<file path="src/rtl/mbus_arbiter.sv">
// -----------------------------------------------------------------------------
// mbus_arbiter
//
// Arbitrates N_CH requester channels onto a single bus master port. A grant is
// chosen in IDLE (fixed priority or round-robin). The winner's command is then
// latched onto the bus and held in BUSY until the slave acks or the optional
// timeout expires. DONE produces a one-cycle o_ready (and o_err on timeout) to
// the granted channel. Every output comes straight from a flop.
//
// Parameters
//   N_CH     : number of requester channels (2..8)
//   XLEN     : address / data width
//   ARB_MODE : 0 = fixed priority (lowest index wins), 1 = round-robin
//   TIMEOUT  : BUSY cycles before abort, 0 = wait forever
//
// Ports
//   i_clk, i_rst       : rising-edge clock, asynchronous active-low reset
//   i_req/i_wen        : per-channel request and write enable
//   i_addr/i_wd        : per-channel address / write data, channel k at [k*XLEN +: XLEN]
//   i_byte_en          : per-channel byte enables, channel k at [k*4 +: 4]
//   o_ready/o_err      : one-cycle completion / timeout flags per channel
//   o_rd_data          : shared read data, valid while o_ready is high
//   o_bus_en, o_wr_en, o_addr, o_wr_data, o_byte_en : bus master command
//   i_ack, i_rd_data   : slave completion and read data
// -----------------------------------------------------------------------------
module mbus_arbiter #(
    parameter int N_CH     = 2,
    parameter int XLEN     = 32,
    parameter int ARB_MODE = 0,
    parameter int TIMEOUT  = 0
) (
    input  logic                 i_clk,
    input  logic                 i_rst,
    input  logic [N_CH-1:0]      i_req,
    input  logic [N_CH-1:0]      i_wen,
    input  logic [N_CH*XLEN-1:0] i_addr,
    input  logic [N_CH*XLEN-1:0] i_wd,
    input  logic [N_CH*4-1:0]    i_byte_en,
    output logic [N_CH-1:0]      o_ready,
    output logic [N_CH-1:0]      o_err,
    output logic [XLEN-1:0]      o_rd_data,
    output logic                 o_bus_en,
    output logic                 o_wr_en,
    output logic [XLEN-1:0]      o_addr,
    output logic [XLEN-1:0]      o_wr_data,
    output logic [3:0]           o_byte_en,
    input  logic                 i_ack,
    input  logic [XLEN-1:0]      i_rd_data
);

    localparam int GW = (N_CH > 1) ? $clog2(N_CH) : 1;
    // The counter only needs to reach TIMEOUT-1.
    localparam int CW = (TIMEOUT > 1) ? $clog2(TIMEOUT) : 1;

    typedef enum logic [1:0] {
        IDLE = 2'd0,
        BUSY = 2'd1,
        DONE = 2'd2
    } state_t;

    // ---------------------------------------------------------------------
    // Per-channel views of the packed command buses
    // ---------------------------------------------------------------------
    logic [XLEN-1:0] ch_addr [N_CH];
    logic [XLEN-1:0] ch_wd   [N_CH];
    logic [3:0]      ch_be   [N_CH];

    for (genvar gi = 0; gi < N_CH; gi++) begin : g_unpack
        assign ch_addr[gi] = i_addr[gi*XLEN +: XLEN];
        assign ch_wd[gi]   = i_wd[gi*XLEN +: XLEN];
        assign ch_be[gi]   = i_byte_en[gi*4 +: 4];
    end

    // ---------------------------------------------------------------------
    // State and output registers
    // ---------------------------------------------------------------------
    state_t          state_reg,      state_next;
    logic            bus_en_reg,     bus_en_next;
    logic            wr_en_reg,      wr_en_next;
    logic [XLEN-1:0] addr_reg,       addr_next;
    logic [XLEN-1:0] wr_data_reg,    wr_data_next;
    logic [3:0]      byte_en_reg,    byte_en_next;
    logic [XLEN-1:0] rd_data_reg,    rd_data_next;
    logic [N_CH-1:0] ready_reg,      ready_next;
    logic [N_CH-1:0] err_reg,        err_next;
    logic [GW-1:0]   grant_reg,      grant_next;
    logic [GW-1:0]   last_grant_reg, last_grant_next;
    logic [CW-1:0]   cnt_reg,        cnt_next;
    logic            timed_out_reg,  timed_out_next;

    // ---------------------------------------------------------------------
    // Grant selection
    // ---------------------------------------------------------------------
    logic [GW-1:0] grant;
    logic          found;
    int            rr_idx;

    always_comb begin
        grant  = '0;
        found  = 1'b0;
        rr_idx = 0;
        if (ARB_MODE == 0) begin
            // Walk downwards so the lowest requesting index is written last.
            for (int i = N_CH - 1; i >= 0; i--) begin
                if (i_req[i]) begin
                    grant = GW'(i);
                end
            end
        end else begin
            // Search starts just past the previous winner and wraps.
            for (int i = 0; i < N_CH; i++) begin
                rr_idx = (int'(last_grant_reg) + 1 + i) % N_CH;
                if (!found && i_req[rr_idx[GW-1:0]]) begin
                    grant = rr_idx[GW-1:0];
                    found = 1'b1;
                end
            end
        end
    end

    // ---------------------------------------------------------------------
    // State register
    // ---------------------------------------------------------------------
    always_ff @(posedge i_clk or negedge i_rst) begin
        if (!i_rst) begin
            state_reg      <= IDLE;
            bus_en_reg     <= 1'b0;
            wr_en_reg      <= 1'b0;
            addr_reg       <= '0;
            wr_data_reg    <= '0;
            byte_en_reg    <= '0;
            rd_data_reg    <= '0;
            ready_reg      <= '0;
            err_reg        <= '0;
            grant_reg      <= '0;
            last_grant_reg <= GW'(N_CH - 1);
            cnt_reg        <= '0;
            timed_out_reg  <= 1'b0;
        end else begin
            state_reg      <= state_next;
            bus_en_reg     <= bus_en_next;
            wr_en_reg      <= wr_en_next;
            addr_reg       <= addr_next;
            wr_data_reg    <= wr_data_next;
            byte_en_reg    <= byte_en_next;
            rd_data_reg    <= rd_data_next;
            ready_reg      <= ready_next;
            err_reg        <= err_next;
            grant_reg      <= grant_next;
            last_grant_reg <= last_grant_next;
            cnt_reg        <= cnt_next;
            timed_out_reg  <= timed_out_next;
        end
    end

    // ---------------------------------------------------------------------
    // Next-state and output logic
    // ---------------------------------------------------------------------
    always_comb begin
        state_next      = state_reg;
        bus_en_next     = bus_en_reg;
        wr_en_next      = wr_en_reg;
        addr_next       = addr_reg;
        wr_data_next    = wr_data_reg;
        byte_en_next    = byte_en_reg;
        rd_data_next    = rd_data_reg;
        ready_next      = '0;
        err_next        = '0;
        grant_next      = grant_reg;
        last_grant_next = last_grant_reg;
        cnt_next        = cnt_reg;
        timed_out_next  = timed_out_reg;

        unique case (state_reg)
            IDLE: begin
                if (|i_req) begin
                    grant_next      = grant;
                    last_grant_next = grant;
                    bus_en_next     = 1'b1;
                    wr_en_next      = i_wen[grant];
                    addr_next       = ch_addr[grant];
                    wr_data_next    = ch_wd[grant];
                    byte_en_next    = ch_be[grant];
                    cnt_next        = '0;
                    timed_out_next  = 1'b0;
                    state_next      = BUSY;
                end
            end

            BUSY: begin
                if (i_ack) begin
                    // An ack on the timeout cycle still counts as success.
                    rd_data_next   = wr_en_reg ? '0 : i_rd_data;
                    bus_en_next    = 1'b0;
                    timed_out_next = 1'b0;
                    state_next     = DONE;
                end else if (TIMEOUT > 0 && cnt_reg == CW'(TIMEOUT - 1)) begin
                    rd_data_next   = '0;
                    bus_en_next    = 1'b0;
                    timed_out_next = 1'b1;
                    state_next     = DONE;
                end else if (TIMEOUT > 0) begin
                    cnt_next = cnt_reg + 1'b1;
                end
            end

            DONE: begin
                // Completion is flagged on the way out so o_rd_data has been
                // stable for a full cycle before o_ready appears.
                ready_next[grant_reg] = 1'b1;
                err_next[grant_reg]   = timed_out_reg;
                state_next            = IDLE;
            end

            default: begin
                state_next = IDLE;
            end
        endcase
    end

    assign o_ready   = ready_reg;
    assign o_err     = err_reg;
    assign o_rd_data = rd_data_reg;
    assign o_bus_en  = bus_en_reg;
    assign o_wr_en   = wr_en_reg;
    assign o_addr    = addr_reg;
    assign o_wr_data = wr_data_reg;
    assign o_byte_en = byte_en_reg;

endmodule

</file>
<file path="config.mk">
export PLATFORM = sky130hd
export DESIGN_NAME = mbus_arbiter
export DESIGN_NICKNAME = d
export VERILOG_FILES = /design/src/rtl/mbus_arbiter.sv
export SDC_FILE = /design/constraint.sdc
export NUM_CORES = 1
export LEC_CHECK = 0
export CORE_ASPECT_RATIO = 1.4
export CORE_MARGIN = 2
export CORE_UTILIZATION = 41
export CTS_CLUSTER_DIAMETER = 100
export DETAILED_ROUTE_END_ITERATION = 8
export GPL_ROUTABILITY_DRIVEN = 1
export PLACE_DENSITY = 0.84
export SETUP_SLACK_MARGIN = 0.05
export SYNTH_ARGS = -nofsm -noshare
export SYNTH_HDL_FRONTEND = slang
export SYNTH_SLANG_ARGS = --single-unit
</file>
<file path="constraint.sdc">
create_clock -name i_clk -period 4.65 [get_ports i_clk]
set_clock_uncertainty 0.15 [all_clocks]
set_input_delay 1.1625 -clock i_clk [delete_from_list [all_inputs] [get_ports i_clk]]
set_output_delay 1.1625 -clock i_clk [all_outputs]
set_load 0.005 [all_outputs]
</file>
After elaboration in Yosys (flattened, before gate mapping)
Cells that the tools add are included.
{ "word_totals": {"register_bits": 110, "latch_bits": 0, "ramBits": 0, "rom_bits": 0, "input_bits": 175, "output_inout_bits": 106, "word_cells": 55, "n_memories": 0} }
{ "classes": {"add_sub_neg": 0, "mul": 0, "div_mod_pow": 0, "order_cmp": 4, "n_eq_ne": 4, "n_shift": 0, "muxes": 26, "n_bitwise": 2, "n_reduce_logical": 8} }
{ "op_table": {"columns": ["operator", "n"], "rows": [
  ["$mux 32", 7],
  ["$mux 4", 3],
  ["$mux 1", 8],
  ["$mux 2", 4],
  ["$reduce_and 2->1", 3],
  ["$lt 1x2->1 const B", 2],
  ["$ne 2x2->1 const B", 2],
  ["$pmux 1 s2", 2],
  ["$pmux 2 s2", 1],
  ["$reduce_and 3->1", 1],
  ["$and 2x2->2", 1],
  ["$eq 2x1->1 const B", 1],
  ["$eq 2x2->1 const B", 1],
  ["$ge 2x2->1 const B", 1],
  ["$logic_not 2->1", 1],
  ["$not 1->2", 1],
  ["$reduce_bool 2->1", 1],
  ["$reduce_or 2->1", 1],
  ["$demux 1 s1", 1],
  ["$ge 1x1->1 const B", 1],
  ["$logic_and 1x1->1", 1]
]} }

Logic depth before layout (Yosys ltp)
Gate-level depths: netlist of the first run.
{ "depth": {"word_depth": 6, "ltp_mapped": 7, "depth_no_buf": 3} }

Worst setup path before layout of the first run
Ideal clock, no wire load.
{ "synth_timing": {"path_type": "input -> register", "start": "input port i_req[0]", "end": "register addr_reg[0], in the netlist o_addr[0]", "setup_time_ns": 0.125, "arrival_ns": 2.187, "t_required_ns": 4.375, "slack_ns": 2.188, "path_stages": 6, "path_buffers": 3, "path_cell_list": "buf_6 > nor2b_1 > buf_2 > buf_6 > mux2_1 > mux2_4"} }
{ "synth_via": {"elab_chain_cells": 5, "elab_cells_between_ends": 7, "cone_classes": "4 x mux; 1 x bitwise; 2 x reduce/logical"} }
{ "synth_lines": {"columns": ["item", "line", "rtl"], "rows": [
  ["from (decl)", "34", "input logic [N_CH-1:0] i_req,"],
  ["$mux 1", "105", "if (i_req[i]) begin"],
  ["$not 1->2 (not written as such)", "181", "addr_next = ch_addr[grant];"],
  ["$mux 32 (not written as such) (3 in a row)", "181", null],
  ["to (signal assigned)", "143", "addr_reg <= addr_next;"],
  ["to (decl)", "80", "logic [XLEN-1:0] addr_reg, addr_next;"]
]} }
Several ways; a longest one is shown, not always the timed one. The select of a mux whose other input is x is not followed.
A chain may end at the register's enable or synchronous reset.

Worst setup path in the final report of the first run
{ "layout_timing": {"start": "register wr_en_reg, in the netlist o_wr_en", "end": "output port o_wr_en"} }
{ "layout_lines": {"columns": ["item", "line", "rtl"], "rows": [
  ["from (decl)", "79", "logic wr_en_reg, wr_en_next;"],
  ["from (signal assigned)", "142", "wr_en_reg <= wr_en_next;"],
  ["to (decl)", "43", "output logic o_wr_en,"]
]} }
No word-level cell between the ends.

==> results of run 1 <==
-- cell usage in the layout (no fill, tap or decap) --
cell,Yosys,layout
a22o_1,67,67
o21a_4,0,1
a21oi_1,2,2
nor2_1,1,1
buf_2,7,1
nand2b_1,33,33
mux2_2,59,59
buf_12,0,1
nor3b_1,1,1
clkdlybuf4s50_1,0,276
clkinvlp_4,0,3
dfrtp_1,107,107
nand2_1,34,34
nor2b_4,0,1
inv_6,0,1
nand3b_1,1,1
mux2_4,10,10
buf_4,3,5
and3b_1,1,1
conb_1,1,2
o21ai_0,34,34
mux2_1,2,2
inv_1,1,1
clkinv_4,0,1
bufinv_16,0,2
clkbuf_16,0,9
-- area by class of cell --
type / count / area, um2 / area share
Clock inverter: 7 / 100 / 0.0125
Sequential cell: 107 / 2680 / 0.334
Multi-Input combinational cell: 249 / 2000 / 0.250
Clock buffer: 9 / 225 / 0.0281
Inverter: 1 / 3.75 / 0.000468
Tap cell: 147 / 184 / 0.0229
Timing Repair Buffer: 283 / 2830 / 0.352
-- kinds of logic (layout without fill, tap and decap cells) --
family	after synthesis	after routing
DFF	107	107
other	1	2
and+or+nand+nor	72	72
AOI/OAI and AO/OA	104	104
muxes	71	71
buffers and inverters	37	300
-- how the worst max path moves through the flow --
stage	endpoint	slack, ns	depth (start not counted)
3_5_place_dp	o_wr_data[31]	1.40	3
5_1_grt	o_wr_en	1.34	1
4_1_cts	o_wr_en	1.47	1
2_1_floorplan	o_addr[0]	2.19	6
6_report	o_wr_en	1.50	1
3_3_place_gp	o_wr_data[3]	1.44	3
-- per-stage QoR --
step | instances | power [W] | setup slack, ns | instance area [um2] | hold slack [ns]
6_report | 803 | 0.00441 | 1.50 | 8020 | 0.315
4_1_cts | 803 | 0.00446 | 1.47 | 8020 | 0.318
5_1_grt | 803 | 0.00468 | 1.34 | 8020 | 0.341
2_1_floorplan | 393 | 0.00244 | 2.19 | 4870 | 0.273
3_5_place_dp | 787 | 0.00363 | 1.40 | 7690 | 0.299
3_3_place_gp | 787 | 0.00355 | 1.44 | 7690 | 0.296
-- power breakdown --
| group | total [W] | internal (W) | switching, W |
|---|---|---|---|
| logic | 0.00196 | 0.00131 | 0.000652 |
| clock network | 0.000814 | 0.000475 | 0.000339 |
| registers | 0.00163 | 0.00137 | 0.000266 |
-- metal layers --
metal  vias to the layer above  wire (um)  GRT usage
met3                        45       1340     0.0683
li1                       1916          -          -
met5                         -         20          0
met2                       189       7360      0.388
met4                         2        543      0.106
met1                      1999       5040      0.232
==> run summary, run 1 <==
Core ar. = 11700 um2
Critical path origin = o_wr_en
Worst Hold Depth = 1
Register area share after synthesis = 0.550
Clock net sink count = 107
Required time of the critical path = 3.34 ns
Lkg Pwr = 3.42 nW
Synth async-reset ratio = 1.00
Total negative setup slack = 0 ns
Routability Congestion = 0.769
Vias = 4151
Min-Delay Endpoint = o_ready[0]
Final worst path period share = 0.678
Top-count cell post-synth = dfrtp_1
Clk slew on worst S/H paths = 0.07 ns
Max_cap viols = 0
CP Launch Type = register
Port buffer count = 278
Post-synth top area share = 0.550
Worst Tran Pin Value = 0.980 ns
Drt drc = 0
CTS root buf = clkbuf_16
Final ANT Viol Nets = 0
# Post-CTS Setup Buffers = 0
Top Ports = 281
Outcome = completed
Synth Instances = 392
Largest family of logic cells by synthesized area = multiplexers
Achievable Freq = 317 MHz
DR pass1 iterations = 4
Yosys reg bits = 107
H-tree Lvls = 3
Area growth syn-to-layout = 64.7%
Number of CTS-inserted buffers = 9
Arr. time, crit path = 1.84 ns
# fillers = 863
Routed WL per cell = 17.8 um
Max incr delay on CP = 0.85 ns
CTS tree = done
Post-synthesis mux area share = 0.172
Compound-cell area share of the yosys netlist = 0.159
Synth top cells by count = 107 x dfrtp_1, 67 x a22o_1, 59 x mux2_2, 34 x nand2_1, 34 x o21ai_0
ANT cells = 0
Worst r2r src = state_reg[0]
Post-Syn Area = 4870 um2
Critical path type = register to primary output
Final net count = 826
Vias per inst = 5.17
Setup crit end kind = primary output
Final Hold Viols = 0
Buffers & Inverters on Critical Path = 1
Synth Area in Adders = 0
Final slew viol count = 0
Die width = 96.1 um
Initial Util = 0.416
Worst Reg-to-Reg Cells = 3
Top FF cell, synth = dfrtp_1
CP top delay family = flip-flops
Worst Hold Class = register to register
Grt total ovfl = 0
Worst r2r dst = o_wr_data[31]
Post-Synth XOR/XNOR Area = 0
Hold_sp = grant_reg
Largest net degree at the start of global routing = 70
Final WL = 14300 um
CP max-delay cell = dfrtp_1
Number of placement rows = 47
Maximum VDD drop = 299 uV
Global-route wire length before repair = 21600 um
Worst R2R Setup Slack = 2.43 ns
Max clock buf depth = 2
Largest area contributor in the netlist = dfrtp_1
DP HPWL = 10900 um
Fin crit period = 3.15 ns
Crit path max fanout = 34
Number of DRC markers in iteration 0 = 68
Yosys warns = 0
Crit-path cells = clkdlybuf4s50_1
Post-CTS Hold Fix Bufs = 0
Initial antenna violation count = 1
# resized after CTS = 0
DIE AREA = 12800 um2
Die Y-Extent = 133 um
Average size of a mapped cell = 12.4 um2
Fin util = 0.685
RSZ-0062 raised after global routing = false
Worst-Skew Late Latency = 0.34 ns
Layout cells sized above 1 = 0.143
Power Density = 550 nW/um2
Vias in the first global route = 4359
Synth area leaders = dfrtp_1 55%, mux2_2 14%, a22o_1 12%
Final setup vio count = 0
EDFF count, synth = 0
Number of distinct library cells after synthesis = 23
Simple logic cell fraction of the synthesized area = 0.0756
GRT Overall Usage = 0.221
Max-slew headroom = 0.346
Power figures use the tool's default switching activity.
==> run 2: changes to the inputs <==
--- a/config.mk
+++ b/config.mk
@@ -7,11 +7,11 @@
 export LEC_CHECK = 0
 export CORE_ASPECT_RATIO = 1.4
 export CORE_MARGIN = 2
-export CORE_UTILIZATION = 41
+export CORE_UTILIZATION = 38
 export CTS_CLUSTER_DIAMETER = 100
 export DETAILED_ROUTE_END_ITERATION = 8
 export GPL_ROUTABILITY_DRIVEN = 1
-export PLACE_DENSITY = 0.84
+export PLACE_DENSITY = 0.78
 export SETUP_SLACK_MARGIN = 0.05
 export SYNTH_ARGS = -nofsm -noshare
 export SYNTH_HDL_FRONTEND = slang
==> constraint.sdc (replaced) <==
create_clock -name i_clk -period 3.15 [get_ports i_clk]
set_clock_uncertainty 0.15 [all_clocks]
set_input_delay 0.7875 -clock i_clk [delete_from_list [all_inputs] [get_ports i_clk]]
set_output_delay 0.7875 -clock i_clk [all_outputs]
set_load 0.005 [all_outputs]
==> run summary, run 2 (synthesis gave the netlist of run 1 again) <==
Outcome = completed
Initial Util = 0.392
Setup crit end kind = primary output
Number of placement rows = 48
Vias in the first global route = 4229
Critical path type = register to primary output
Worst Tran Pin Value = 0.715 ns
Final net count = 828
RSZ-0062 raised after global routing = false
Crit-path cells = buf_4, clkdlybuf4s50_1
Post-CTS Hold Fix Bufs = 0
Sequential fraction of design power = 0.369
Crit path max fanout = 34
DR pass1 iterations = 4
GRT Overall Usage = 0.207
Total negative setup slack = 0 ns
Comb power frac = 0.468
Net switching power = 0.00181 W
Final ANT Viol Nets = 0
Buffers & Inverters on Critical Path = 2
ANT cells = 0
Initial antenna violation count = 1
Fin crit period = 2.41 ns
DIE AREA = 13700 um2
Area growth syn-to-layout = 64.3%
Power Density = 796 nW/um2
Grt total ovfl = 0
Layout cells sized above 1 = 0.140
Max incr delay on CP = 0.55 ns
Drt drc = 0
Final Hold Viols = 0
Required time of the critical path = 2.21 ns
Final slew viol count = 0
Core ar. = 12400 um2
# resized after CTS = 0
Maximum VDD drop = 405 uV
CP max-delay cell = clkdlybuf4s50_1
# Post-CTS Setup Buffers = 0
Max-slew headroom = 0.523
H-tree Lvls = 3
Number of CTS-inserted buffers = 9
DP HPWL = 11000 um
Most frequent cells in the layout = 276 x clkdlybuf4s50_1, 107 x dfrtp_1, 67 x a22o_1, 59 x mux2_2
Lkg Pwr = 3.42 nW
Final WL = 14600 um
Global-route wire length before repair = 22000 um
CP Launch Type = register
Number of DRC markers in iteration 0 = 96
Max_cap viols = 0
CTS tree = done
# fillers = 933
Clk pwr share = 0.164
Clk slew on worst S/H paths = 0.07 ns
Int Pwr = 0.00456 W
Switching Share = 0.284
Final setup vio count = 0
Vias = 4089
Die Y-Extent = 138 um
Clock net sink count = 107
Worst-Skew Late Latency = 0.33 ns
Achievable Freq = 415 MHz
CP top delay family = buffers and inverters
Port buffer count = 278
Total power = 0.00636 W
Routability Congestion = 0.854
Most common cell after layout, fill and taps aside = clkdlybuf4s50_1
Max clock buf depth = 2
Final worst path period share = 0.765
CTS root buf = clkbuf_16
Die width = 99.7 um
Largest net degree at the start of global routing = 70
Worst Hold Class = input pin to asynchronous set/reset pin
Top Ports = 281
Arr. time, crit path = 1.47 ns
Routed WL per cell = 18.1 um
Vias per inst = 5.06
==> run 2: changes by cell type in the layout (fill, tap and decap cells not counted), sizes merged <==
cell and delta:
bufinv -2, clkbuf +6, clkinv -1, buf +2, clkinvlp -2, inv -1
==> run 2: power by group through the flow <==
stage / Clock [W] / Sequential, W / Combinational, W
2_1_floorplan: 0 / 0.00241 / 0.00119
3_3_place_gp: 0 / 0.00235 / 0.00294
3_5_place_dp: 0 / 0.00238 / 0.00300
4_1_cts: 0.00109 / 0.00236 / 0.00302
5_1_grt: 0.00113 / 0.00243 / 0.00321
6_report: 0.00104 / 0.00235 / 0.00298
==> run 2: layer usage <==
layer  part of all wire  vias up  global-route usage
met1               0.37     1942               0.225
li1                   -     1922                   -
met5            0.00048        -                   0
met3              0.090       34              0.0761
met4              0.034        2              0.0875
met2               0.51      189               0.363
==> run 2: layout make-up <==
cell class              instances  area (um2)  share of cell area
clock inverters                 1        7.51            0.000939
inverters                       1        3.75            0.000469
flip-flops and latches        107        2680               0.335
multi-input cells             249        2000               0.250
repair buffers                285        2850               0.357
clock buffers                  15         268              0.0335
well taps                     150         188              0.0235
==> run 2: worst paths after layout <==
check / start / depth (start not counted) / to / slack [ns]
min in group i_clk: grant_reg / 1 / o_ready[0] / 0.32
max in group asynchronous: i_rst / 2 / o_wr_data[17] / 1.77
max: o_wr_en / 2 / o_wr_en / 0.74
min reg2reg: grant_reg / 1 / o_ready[0] / 0.32
min: i_rst / 1 / o_wr_data[13] / 0.32
max reg2reg: state_reg[0] / 4 / o_byte_en[0] / 1.26
==> run 2: metrics by stage <==
stage	setup slack, ns	utilization	cell area, um2	std cells	hold slack, ns
after global placement	0.649	0.621	7720	792	0.302
after CTS	0.712	0.643	8000	808	0.321
after floorplan	1.06	-	4870	393	0.273
after global routing	0.645	0.643	8000	808	0.346
after detailed placement	0.592	0.621	7720	792	0.314
final	0.740	0.643	8000	808	0.318
